--- config.mk ---
export PLATFORM = sky130hd
export DESIGN_NAME = regfile_mp
export DESIGN_NICKNAME = d
export VERILOG_FILES = /design/src/rtl/regfile_mp.sv
export SDC_FILE = /design/constraint.sdc
export NUM_CORES = 2
export LEC_CHECK = 0
export ABC_CLOCK_PERIOD_IN_PS = 12790
export BUFFER_PORTS_ARGS = -buffer_cell sky130_fd_sc_hd__buf_2
export CORE_ASPECT_RATIO = 1.4
export CORE_UTILIZATION = 35
export CTS_CLUSTER_SIZE = 28
export DETAILED_ROUTE_END_ITERATION = 6
export HOLD_SLACK_MARGIN = 0.03
export MAX_ROUTING_LAYER = met4
export PLACE_DENSITY = 0.52
export SLEW_MARGIN = 20
export SYNTH_ARGS = -nofsm -noshare
export SYNTH_HDL_FRONTEND = slang
export SYNTH_SLANG_ARGS = --single-unit
--- constraint.sdc ---
create_clock -name clk -period 12.79 [get_ports clk]
set_input_delay 2.558 -clock clk [delete_from_list [all_inputs] [get_ports clk]]
set_output_delay 2.558 -clock clk [all_outputs]
set_load 0.1 [all_outputs]
--- src/rtl/regfile_mp.sv ---
// regfile_mp: multi-port register file with write bypass and busy-bit scoreboard, x0 hard-wired to zero
module regfile_mp #(
  parameter int XLEN = 64,
  parameter int NREG = 32,
  parameter int NRD = 2,
  parameter int NWR = 2,
  parameter int BYPASS = 1,
  localparam int AW = $clog2(NREG)
) (
  input  logic               clk,
  input  logic               reset,
  input  logic [NRD-1:0]     rs_en,
  input  logic [NRD*AW-1:0]  rs_addr,
  output logic [NRD*XLEN-1:0] rs_data,
  output logic [NRD-1:0]     rs_busy,
  input  logic [NWR-1:0]     wr_en,
  input  logic [NWR*AW-1:0]  wr_addr,
  input  logic [NWR*XLEN-1:0] wr_data,
  input  logic [NWR-1:0]     wr_clr,
  input  logic               iss_en,
  input  logic [AW-1:0]      iss_rd,
  output logic [NREG-1:0]    sb_busy,
  input  logic [AW-1:0]      dbg_addr,
  output logic [XLEN-1:0]    dbg_data
);
  logic [XLEN-1:0] rf [NREG];
  logic [NREG-1:0] busy, busy_nxt;
  always_ff @(posedge clk) begin
    if (!reset) begin
      for (int r = 0; r < NREG; r++) rf[r] <= '0;
    end else begin
      for (int j = 0; j < NWR; j++)
        if (wr_en[j] && wr_addr[j*AW +: AW] != '0) rf[wr_addr[j*AW +: AW]] <= wr_data[j*XLEN +: XLEN];
    end
  end
  // issue is applied after clears so a new producer supersedes the retiring one
  always_comb begin
    busy_nxt = busy;
    for (int j = 0; j < NWR; j++)
      if (wr_en[j] && wr_clr[j]) busy_nxt[wr_addr[j*AW +: AW]] = 1'b0;
    if (iss_en) busy_nxt[iss_rd] = 1'b1;
    busy_nxt[0] = 1'b0;
  end
  always_ff @(posedge clk) busy <= !reset ? '0 : busy_nxt;
  for (genvar i = 0; i < NRD; i++) begin : g_rd
    logic [AW-1:0] a;
    logic [XLEN-1:0] d;
    assign a = rs_addr[i*AW +: AW];
    always_comb begin
      d = rf[a];
      if (BYPASS != 0)
        for (int j = 0; j < NWR; j++)
          if (wr_en[j] && wr_addr[j*AW +: AW] == a) d = wr_data[j*XLEN +: XLEN];
    end
    assign rs_data[i*XLEN +: XLEN] = (rs_en[i] && a != '0) ? d : '0;
    assign rs_busy[i] = rs_en[i] & busy[a];
  end
  assign sb_busy = busy;
  assign dbg_data = rf[dbg_addr];
endmodule

======== Word-level counts from Yosys, hierarchy flattened ========
Memories as Yosys holds them, arrays and structs flattened.
Index checks and enable logic that the tools add are counted.
word-level totals
  bits in registers ....................... 31
  bits in writable memories ............... 2048
  input port bits ......................... 167
  output and inout bits ................... 226
  logic and storage cells ................. 72
  memories ................................ 1
memory list
  memory  words  width  rd ports  clocked after memory_dff  wr ports  line  source
  rf      32     64     3         0                         32        26    logic [XLEN-1:0] rf [NREG];
operators by class
  magnitude comparators ................... 8
  equal/unequal tests ..................... 4
  mux-type cells .......................... 32
  bitwise operators ....................... 7
  reductions and logical operators ........ 19
operator list
  cell                                                 number
  two-way mux 64 bit                                   8
  OR reduction 64 bit                                  2
  two-way mux 32 bit                                   3
  AND 32 bit                                           2
  inverter 32 bit                                      2
  OR 32 bit                                            1
  < comparator 5 x 6 -> 1 bit, second input constant   5
  equality test 5 bit                                  4
  nonzero test 5 bit                                   4
  demux 1 bit (select 5 bit)                           3
  >= comparator 5 x 1 -> 1 bit, second input constant  3
  two-way mux 1 bit                                    14
  logical AND 1 bit                                    13
  binary-select mux 1 bit (select 5 bit)               2
  two-way mux 5 bit                                    2
  AND 1 bit                                            2

======== Longest topological paths before layout ========
  depth after elaboration ................. 11
  depth in mapped cells ................... 10
  depth with buffers taken out ............ 6

======== Worst setup path before layout ========
Ideal clock, no wire load.
  path kind ............................... input port to output port
  from .................................... in rs_addr[1]
  to ...................................... out rs_data[62]
  data arrival time ....................... 7.068 ns
  required time ........................... 10.232 ns
  setup slack ............................. 3.164 ns
  cell stages on the path ................. 8
  path buffers ............................ 4
  path through ............................ buf_2 buf_2 buf_1 clkbuf_1 a211oi_1 a21oi_1 nor3_1 o41ai_1
between the ends
  word-level cells in the longest chain between the ends .. 5
  elaborated cells on any way between the ends .. 10
  classes of those cells .................. 2 x eq/ne; 3 x mux; 4 x reduce/logical; 1 x memory
ends and longest elaborated chain
  element                                                            line  source
  start, declared                                                    13    input logic [NRD*AW-1:0] rs_addr,
  branches (longest 4 deep; another with memory read (32 x 64 bit))  n/a
  two-way mux 64 bit *                                               55    assign rs_data[i*XLEN +: XLEN] = (rs_en[i] && a != '0) ? d : '0;
  end, declared                                                      14    output logic [NRD*XLEN-1:0] rs_data,
Mark *: on every way between the ends.

======== Final worst setup path ========
  from .................................... in rs_addr[7]
  to ...................................... out rs_data[66]
The elaborated chain is that of the path after synthesis.

==> metrics.cfg <==
[global_route]
grt_pass1_vias = 101000
grt_max_degree = 130
grtUsageTotal_pct = 35.0
overflow = 0
antenna_found_initial = 66
grt_pass1_wl_um = 901000

[clocking]
clk_path_buf_depth = 4
hold_buffers = 0
cts_sinks = 2079
h-tree-depth = 4
tritoncts = yes
worstSkewPairLatency_ns = 0.95
clockRootBuffer = clkbuf_16
cts_buffers = 226
clkSlewWorstSetupHoldPaths_ns = 0.06
post_cts_buffers = 0
cts-resized-gates = 0

[drt]
drc = 0
drt-total-wl_um = 673000
ant_nets = 0
vias_per_cell = 7.82
drt-wirelength-per-cell_um = 51.2
dr.pass1.iters = 6
num_vias = 103000
initialDrtViolationCount = 17200

[floorplan]
core_area_um2 = 383000
die_y_um = 736
rows = 269
dieArea_um2 = 388000
ios = 393
start_util_pct = 35.2
die_w_um = 527

[synthesis]
ys_warn_count = 0
synth.avg_cell_area_um2 = 16.1
synth_seq_area_share_pct = 46.1
synth_top_area_share_pct = 45.6
yosysMostFrequentCell = edfxtp_1
synth_commonest_cells = edfxtp_1, a22o_1, mux4_2, clkbuf_1, buf_2
synth_seq_cells = 2079
synthTopCellsByArea = edfxtp_1, mux4_2, a22o_1
synth.distinct_cells = 52
ys_dominant_reg_cell = edfxtp_1
synth_largest_area_cell = edfxtp_1
syn_area_um2 = 135000
async_reset_ff_share_pct = 0
syn_inst = 8351
synth-edff-count = 2048

[worst_setup_path]
crit_arrival_ns = 7.26
critPathCaptureType = output port
cp_num_buf_inv = 4
cpPeakStageDelay_ns = 1.06
path_depth = 8
rr_endpoint = sb_busy[8]$_SDFF_PN0_
crit_type = primary input to output port
r2r_setup_slack_ns = 11.98
cp-endpoint = rs_data[66]
start_kind = primary input
critPathLaunch = rs_addr[7]
reg2reg_depth = 2
timing.rr.start = sb_busy[8]$_SDFF_PN0_
path_cells = buf_8, buf_12, buf_12, mux4_2, mux4_2, a22oi_1, nand2_1, buf_2
crit_slowest_cell = a22oi_1
crit_required_ns = 10.23
crit_family = buffers and inverters
crit_fanout = 129

[place]
dp_hpwl_um = 374000
io_buffers = 391
dpl.cell_count = 12700
place.gp.congestion = 0.906

[job]
drv_cap = 0

[finish]
layout-drive-gt1-share_pct = 38.3
final_nets = 8051
final_core_util_pct = 38.7
fin_cells = 13100
area_delta_synth_final_pct = 10.0

[sta]
fin_crit_ns = 9.81
rsz0062_at_grt = false
max_clock_freq_ghz = 0.102
finalMaxSlewViolations = 0
skew_ns = 0
setup_tns_ns = 0
worstMarginPinSlew_ns = 1.37
slew_headroom_pct = 8.68
finalSetupViolCount = 0
final_hold_viol_count = 0
whs_ns = 0.596
finalCritPeriodShare_pct = 76.7

[pwr]
total_power_w = 0.0189
power_density_nw_per_um2 = 127
power.leakage_nw = 48.0
power.ir.vdd_worst_mv = 0.114

[min_path]
hp-class = flop to flop

[status]
status = complete, no violations

==> state kept, by name, summed over array words and instances, names as in the netlist <==
| register | cells |
|---|---|
| rf | 2048 |
| sb_busy | 31 |
==> tightest hold or removal path, delay by kind of cell (launching register included) <==
kind | cells | cell delay (ns)
and+or+nand+nor | 1 | 0.09
AOI/OAI and AO/OA | 1 | 0.09
DFF | 1 | 0.38
==> cell usage in the layout, fill, tap and decap left out, drive strengths merged, types with 14 or more instances in the layout <==
cell type,synthesis,layout
a211oi,38,38
a21oi,14,14
a221o,59,59
a22o,2045,2045
a22oi,183,183
buf,398,700
bufinv,0,24
clkbuf,1061,277
clkinv,0,95
conb,1,65
dfxtp,31,31
diode,0,58
edfxtp,2048,2048
mux2,67,67
mux2i,27,27
mux4,1909,1909
nand2,110,110
nand3b,31,31
nor2,116,116
nor2b,85,85
xor2,14,14
==> power by group <==
part,internal [W],switching [W]
Sequential,0.00790,0.000322
Combinational,0.00138,0.00247
Clock,0.00380,0.00304
==> worst min-delay path by stage <==
stage / from / cells past startpoint / end / slack (ns)
final: sb_busy[5]$_SDFF_PN0_ / 2 / sb_busy[5]$_SDFF_PN0_ / 0.60
after global routing: sb_busy[4]$_SDFF_PN0_ / 2 / sb_busy[4]$_SDFF_PN0_ / 0.62
after CTS: sb_busy[29]$_SDFF_PN0_ / 2 / sb_busy[29]$_SDFF_PN0_ / 0.59
after detailed placement: sb_busy[5]$_SDFF_PN0_ / 2 / sb_busy[5]$_SDFF_PN0_ / 0.58
after global placement: sb_busy[31]$_SDFF_PN0_ / 2 / sb_busy[31]$_SDFF_PN0_ / 0.57
after floorplan: sb_busy[3]$_SDFF_PN0_ / 2 / sb_busy[3]$_SDFF_PN0_ / 1.02
==> per-layer routing <==
metal  GRT usage (%)  routed length [um]  share of wire (%)
met1            39.8              221000                 33
met2            52.1              305000                 45
met3            9.98               86000                 13
met4            27.1               60400                9.0
met5               -                   0                  0
==> cell type report <==
class | instances | area (um^2)
inverters | 2 | 15.0
clock buffers | 277 | 5970
fillers | 34800 | 235000
well taps | 5013 | 6270
repair buffers | 700 | 4950
clock inverters | 138 | 1390
multi-input cells | 4875 | 67500
flip-flops and latches | 2079 | 62100
diodes | 58 | 145
==> through the flow <==
step,worst slack (ns),instance area [um^2]
final,2.98,148000
after detailed placement,3.34,141000
after floorplan,3.16,135000
after global routing,3.09,148000
after global placement,3.29,141000
after CTS,3.32,148000
==> kinds of logic (layout without fill, tap and decap cells) <==
| group | Yosys count | after routing | share of synthesized area (%) |
|---|---|---|---|
| AO/OA/AOI/OAI | 2364 | 2364 | 15.1 |
| other | 1 | 123 | 0.00278 |
| AND/OR/NAND/NOR | 423 | 423 | 1.58 |
| XOR/XNOR | 20 | 20 | 0.130 |
| flip-flops | 2079 | 2079 | 46.1 |
| multiplexers | 2003 | 2003 | 32.6 |
| buffers and inverters | 1461 | 1117 | 4.44 |
(Power assumes the default switching activity.)
